## src/rtl/ats_alarm_event_queue.sv

```systemverilog
// Turns alarm "finished" rising edges into queued index events drained by valid/ready.
// Optional ATS_EVT_TIMESTAMP_EN stores a 16-bit push-cycle timestamp with each event.
module ats_alarm_event_queue #(
    parameter int NUM_ALARMS = 24,
    parameter int FIFO_DEPTH = 8,
    parameter int IDX_W      = $clog2(NUM_ALARMS),
    parameter int CNT_W      = $clog2(FIFO_DEPTH) + 1
) (
    input  logic                  clk,
    input  logic                  reset,
    input  logic [NUM_ALARMS-1:0] alarm_finished,
    input  logic [NUM_ALARMS-1:0] alarm_mask,
    output logic                  evt_valid,
    input  logic                  evt_ready,
    output logic [IDX_W-1:0]      evt_index,
    output logic [15:0]           evt_time,
    output logic [CNT_W-1:0]      evt_count,
    output logic [NUM_ALARMS-1:0] pending,
    output logic                  overflow,
    input  logic                  clear_overflow
);
    localparam int PTR_W = $clog2(FIFO_DEPTH);

    logic [NUM_ALARMS-1:0] prev, rise, enq_onehot, enq_clr;
    logic [IDX_W-1:0]      enq_idx;
    logic [PTR_W-1:0]      wr_ptr, rd_ptr;
    logic [CNT_W-1:0]      count;
    logic [IDX_W-1:0]      idx_mem [FIFO_DEPTH];
    logic                  pop, push, loss;

    assign rise      = alarm_finished & ~prev & alarm_mask;
    assign evt_valid = (count != '0);
    assign evt_count = count;
    assign pop       = evt_valid & evt_ready;
    assign push      = (pending != '0) && ((count < CNT_W'(FIFO_DEPTH)) || pop);
    assign enq_clr   = push ? enq_onehot : '0;
    // A rise on a bit that stays pending this cycle coalesces and loses an event.
    assign loss      = |(rise & pending & ~enq_clr);

    // Lowest-index pending bit wins: scan downward, last hit is the lowest.
    always_comb begin
        enq_idx    = '0;
        enq_onehot = '0;
        for (int i = NUM_ALARMS - 1; i >= 0; i--) begin
            if (pending[i]) begin
                enq_idx    = IDX_W'(i);
                enq_onehot = NUM_ALARMS'(1) << i;
            end
        end
    end

    always_ff @(posedge clk) begin
        if (reset) begin
            prev     <= alarm_finished;
            pending  <= '0;
            overflow <= 1'b0;
            wr_ptr   <= '0;
            rd_ptr   <= '0;
            count    <= '0;
        end else begin
            prev    <= alarm_finished;
            pending <= (pending & ~enq_clr) | rise;
            if (loss)
                overflow <= 1'b1;
            else if (clear_overflow)
                overflow <= 1'b0;
            if (push)
                wr_ptr <= wr_ptr + 1'b1;
            if (pop)
                rd_ptr <= rd_ptr + 1'b1;
            case ({push, pop})
                2'b10:   count <= count + 1'b1;
                2'b01:   count <= count - 1'b1;
                default: count <= count;
            endcase
        end
    end

    always_ff @(posedge clk) begin
        if (push && !reset)
            idx_mem[wr_ptr] <= enq_idx;
    end

    assign evt_index = evt_valid ? idx_mem[rd_ptr] : '0;

`ifdef ATS_EVT_TIMESTAMP_EN
    logic [15:0] ts;
    logic [15:0] time_mem [FIFO_DEPTH];

    always_ff @(posedge clk) begin
        if (reset)
            ts <= '0;
        else
            ts <= ts + 16'd1;
    end

    always_ff @(posedge clk) begin
        if (push && !reset)
            time_mem[wr_ptr] <= ts;
    end

    assign evt_time = evt_valid ? time_mem[rd_ptr] : '0;
`else
    assign evt_time = '0;
`endif

endmodule

```

## config.mk

```make
export PLATFORM = sky130hd
export DESIGN_NAME = ats_alarm_event_queue
export DESIGN_NICKNAME = d
export VERILOG_FILES = /design/src/rtl/ats_alarm_event_queue.sv
export SDC_FILE = /design/constraint.sdc
export NUM_CORES = 1
export LEC_CHECK = 0
export ABC_AREA = 0
export BUFFER_PORTS_ARGS = -buffer_cell sky130_fd_sc_hd__buf_2
export CORE_ASPECT_RATIO = 1.1
export CORE_MARGIN = 2
export CORE_UTILIZATION = 40
export DETAILED_ROUTE_END_ITERATION = 10
export PLACE_DENSITY = 0.72
export SLEW_MARGIN = 10
export SYNTH_ARGS = -nofsm -noshare
export SYNTH_HDL_FRONTEND = slang
export SYNTH_SLANG_ARGS = --single-unit
```

## constraint.sdc

```tcl
create_clock -name clk -period 8.9 [get_ports clk]
set_input_delay 2.225 -clock clk [delete_from_list [all_inputs] [get_ports clk]]
set_output_delay 2.225 -clock clk [all_outputs]
set_load 0.02 [all_outputs]
```

# Word level (Yosys, flattened, before mapping)
# Memories as Yosys holds them, arrays and structs flattened. A register that Yosys moved wholly into a read port is not among the register bits.
# Index checks and enable logic that the tools add are counted.
# op_classes
add_sub_neg	4
n_eq_ne	2
reduce_logical	9
magnitude_cmp	1
n_bitwise	9
mux	57
# ops
operator	count
2-to-1 mux 24 bit	25
2-to-1 mux 5 bit	25
bitwise AND 24 bit	5
inverter 24 bit	2
bitwise OR 24 bit	1
nonzero test 24 bit	1
OR reduction 24 bit	1
one-hot mux 4 bit (2 select lines)	1
adder 3 x 1 -> 3 bit, second input constant	2
2-to-1 mux 3 bit	2
adder 4 x 1 -> 4 bit, second input constant	1
< comparator 4 bit, second input constant	1
2-to-1 mux 1 bit	4
nonzero test 2 bit	2
nonzero test 4 bit	1
subtractor 4 x 1 -> 4 bit, second input constant	1
== test 2 x 1 -> 1 bit, second input constant	1
== test 2 bit, second input constant	1
logical AND 1 bit	2
bitwise AND 1 bit	1
logical NOT 1 bit	1
logical OR 1 bit	1
# word_totals
output_inout_bits	51
ram_bits	40
memories	1
register_bits	59
word_cells	89
# memory_table
name	depth	width	read_ports	rd_clocked_by_memory_dff	wr	line_no	source
idx_mem	8	5	1	1	1	28	logic [IDX_W-1:0] idx_mem [FIFO_DEPTH];

# Depth between registers and ports, before layout
# logic_depth
ltp_word	29
mapped_depth	12
mapped_depth_nobuf	11

# Worst setup path after synthesis
# No wires, ideal clock.
# synth_timing
path_kind	input port to flip-flop
start	input evt_ready
end	register count[3], in the netlist evt_count[3]
required_ns	8.830
path_stages	10
t_arrival_ns	4.027
slack_ns	4.802
path_cell_list	nand2b_1 -> o31ai_2 -> buf_2 -> ha_1 -> ha_1 -> a21o_1 -> a21oi_1 -> xnor2_1 -> or3_1 -> a21oi_1
# synth_between
elab_chain_len	5
word_cells_on_any_way	7
# synth_rtl
element	line_no	source
start: declaration	14	input logic evt_ready,
bitwise AND 1 bit (*)	34	assign pop = evt_valid & evt_ready;
logical OR 1 bit	35	assign push = (pending != '0) && ((count < CNT_W'(FIFO_DEPTH)) || pop);
logical AND 1 bit	35	
== test 2 x 1 -> 1 bit / == test 2 bit (equally long branches)	71	case ({push, pop})
one-hot mux 4 bit (2 select lines) / nonzero test 2 bit (equally long branches)	--	
end signal: assignment	72	2'b10: count <= count + 1'b1;
end signal: assignment	73	2'b01: count <= count - 1'b1;
end signal: assignment	74	default: count <= count;
end: declaration	27	logic [CNT_W-1:0] count;
# Mark *: on every way between the ends. The rest lies on a longest branch, timed or not.
# A chain may end at the register's enable or synchronous reset.

==> metrics <==
DRT Pass-1 Iters=5; Filler cells=~960; prevailing post-synth register cell=dfxtp_1; die width=103 µm; MaxCap Viol Count=0; Setup-failing EPs final=0; status=finished clean; Mapped Cells=~400; CTS tree=built; Hold WC Path Type=flop to flop; Slew Limit Fails=0; global-route wire length before repair=around 15000 µm; commonest cells after routing, fill and taps aside=86 x buf_2, 62 x dfxtp_1, 45 x nor2_1; initial antenna violation count=0; unrepaired setup endpoints after global routing=no; Setup Skew=7.64 ps; Overall Global Routing Usage=0.166; mapped cell area=0.00431 mm²; Synth Area in Compound Gates=0.117; Seq cells post-synth=102; CTS Root Cell=clkbuf_16; Final Util=0.487; CP arrival=about 2100 ps; hold slack=around 500 ps; Vias=3269; largest family of logic cells by synthesized area=simple AND/OR/NAND/NOR gates; post-synthesis mux area share=0.0639; most common cell after layout, fill and taps aside=buf_2; layout cells sized above 1=0.252; Clock Pin Slew Worst Setup and Hold Paths=around 70 ps; critical path depth in cells=4; DRT Wirelength=between 9000 and 10000 µm; CP cell instances=mux4_2, mux2i_1, nor2_1, buf_2; # Post-CTS Setup Buffers=0; slew of the pin with the lowest slew margin=1110 ps; Hold Path Stages=2; xor and xnor fraction of the mapped netlist area=0.0142; final-stage net count=approximately 530; post-route minimum period=4360 ps; Pwr Total=between 1000 and 1500 µW; maximum vdd drop=roughly 0.12 mV; Worst path slowest cell=dfxtp_1; Critical Path Sink Type=primary output; number of global-route vias before repair=between 3000 and 4000; CTS resizes=0; CP Max Fanout=10; sequential area share after synthesis=0.567; Rows=39; WL per Instance=between 15 and 20 µm; Via density=about 5.2; CTS sink count=between 100 and 150; Final Hold Vio Count=0; adder-cell area share of the yosys netlist=0.0192; post-DP HPWL=roughly 7000 µm; grt ovf=0; Num CTS Buffers=9; simple-gate share of the synthesized area=0.169; R2R cell count=10; Mean Syn Cell Area=11.1 µm²; Hold-fix buffers, CTS=0; CP required=about 6700 ps; Die ar.=roughly 0.012 mm²; top cell family by delay on the critical path=multiplexers; Distinct cells, synth=56; worst-case clock buffer depth=2; top cell type's share of synthesized area=0.288; Worst-Skew Late Latency=350 ps; async set-reset flop share out of synthesis=0; Max transition margin=0.253; Max Freq=about 230 MHz; core area=around 0.010 mm²; yosys warns=0; Lkg Pwr=0.00199 µW; largest net degree at the start of global routing=~40; CP Class=flop to primary output; Area Growth Syn to Fin=18.1%; top cells by area, synth=dfxtp_1 29%, edfxtp_1 28%, mux4_2 5.2%; DR DRC count=0; I/O pin count=roughly 100; DIE HEIGHT=roughly 110 µm; TNS Setup=0 ps; area leader, netlist=dfxtp_1; Worst setup SP type=flop; n_diodes=0; Initial Util=0.412; Buf/Inv on CP=1; routability cong.=around 0.8; CTS H-tree lvls=3; Routed Antenna Nets=0; port bufs=between 80 and 90; starting DRC count in detailed routing=150; Post-synth EDFFs=40; share of the cycle needed by the critical path after routing=0.489; power per cell area=about 240 mW/mm²; Worst path max stage delay=760 ps
kinds of logic after synthesis:
group                      Yosys count
and+or+nand+nor                    135
DFF                                102
AOI/OAI and AO/OA                   84
buffers and inverters               39
muxes                               15
xor gates and xnor gates             7
adders and majority gates            6
other                                1
power by group:
group          leakage, µW  switching [µW]  total, µW  internal, µW
logic             0.000980             172        290           118
registers         0.000880            45.3        584           538
clock network     0.000126             166        356           190
worst reg2reg max path, cell delays in order, from the launching register on:
cell and delay, ps:
dfxtp_1 380, nor4_2 680, nand2_1 230, o31ai_2 860, ha_1 370, ha_1 260
a21o_1 180, a21oi_1 170, xnor2_1 90, or3_1 300, a21oi_1 140
routing by layer:
layer,vias up,global-route usage,part of all wire
met2,121,0.290,0.51
li1,1575,-,-
met4,0,0.0605,0.022
met5,-,0,0
met3,24,0.0469,0.057
met1,1549,0.191,0.41
area by class of cell:
cell class,instances,area (µm²),share of cell area
Timing Repair Buffer,86,430,0.0846
Clock buffer,11,233,0.0458
Inverter,14,52.6,0.0103
Sequential cell,102,2440,0.480
Multi-Input combinational cell,263,1710,0.337
Clock inverter,5,35.0,0.00689
Tap cell,143,179,0.0352
stage by stage:
| stage | setup WS, ps | instances | instance area (µm²) |
|---|---|---|---|
| after CTS | 4490 | 624 | 5080 |
| after floorplan | 4800 | 404 | 4360 |
| after global placement | 4550 | 608 | 4820 |
| final | 4540 | 624 | 5080 |
| after detailed placement | 4440 | 608 | 4820 |
| after global routing | 4420 | 624 | 5080 |
worst paths after layout:
kind / start / end / slack (ps)
max: flop / evt_index[3] / 4540
min: rd_ptr[1]$_SDFFE_PP0P_ / rd_ptr[1]$_SDFFE_PP0P_ / 500
max reg2reg: pending[6]$_SDFF_PP0_ / evt_count[3]$_SDFFE_PP0P_ / 5180
min reg2reg: rd_ptr[1]$_SDFFE_PP0P_ / rd_ptr[1]$_SDFFE_PP0P_ / 500
synthesized netlist by cell type (2+ instances only):
master,count
a211oi_1,2
a21oi_1,37
buf_4,16
clkbuf_1,7
dfxtp_1,62
edfxtp_1,40
ha_1,5
inv_1,13
mux2i_1,5
mux4_2,10
nand2_1,27
nand2b_1,2
nand3_1,2
nand3b_1,23
nand4_1,5
nand4b_1,2
nor2_1,45
nor2b_1,2
nor3_1,5
nor4_1,6
nor4_2,3
o21ai_0,15
o21ai_1,4
o22ai_1,4
o31a_1,2
o31ai_1,5
o41ai_1,2
or2_2,2
or3_1,3
or4_1,2
xor2_1,6
registers in the layout, indices dropped and copies added (netlist names), named ones only:
name and count:
evt_count 4, wr_ptr 3, idx_mem 40, overflow 1, rd_ptr 3, prev 24
pending 24
Power figures use the tool's default switching activity.
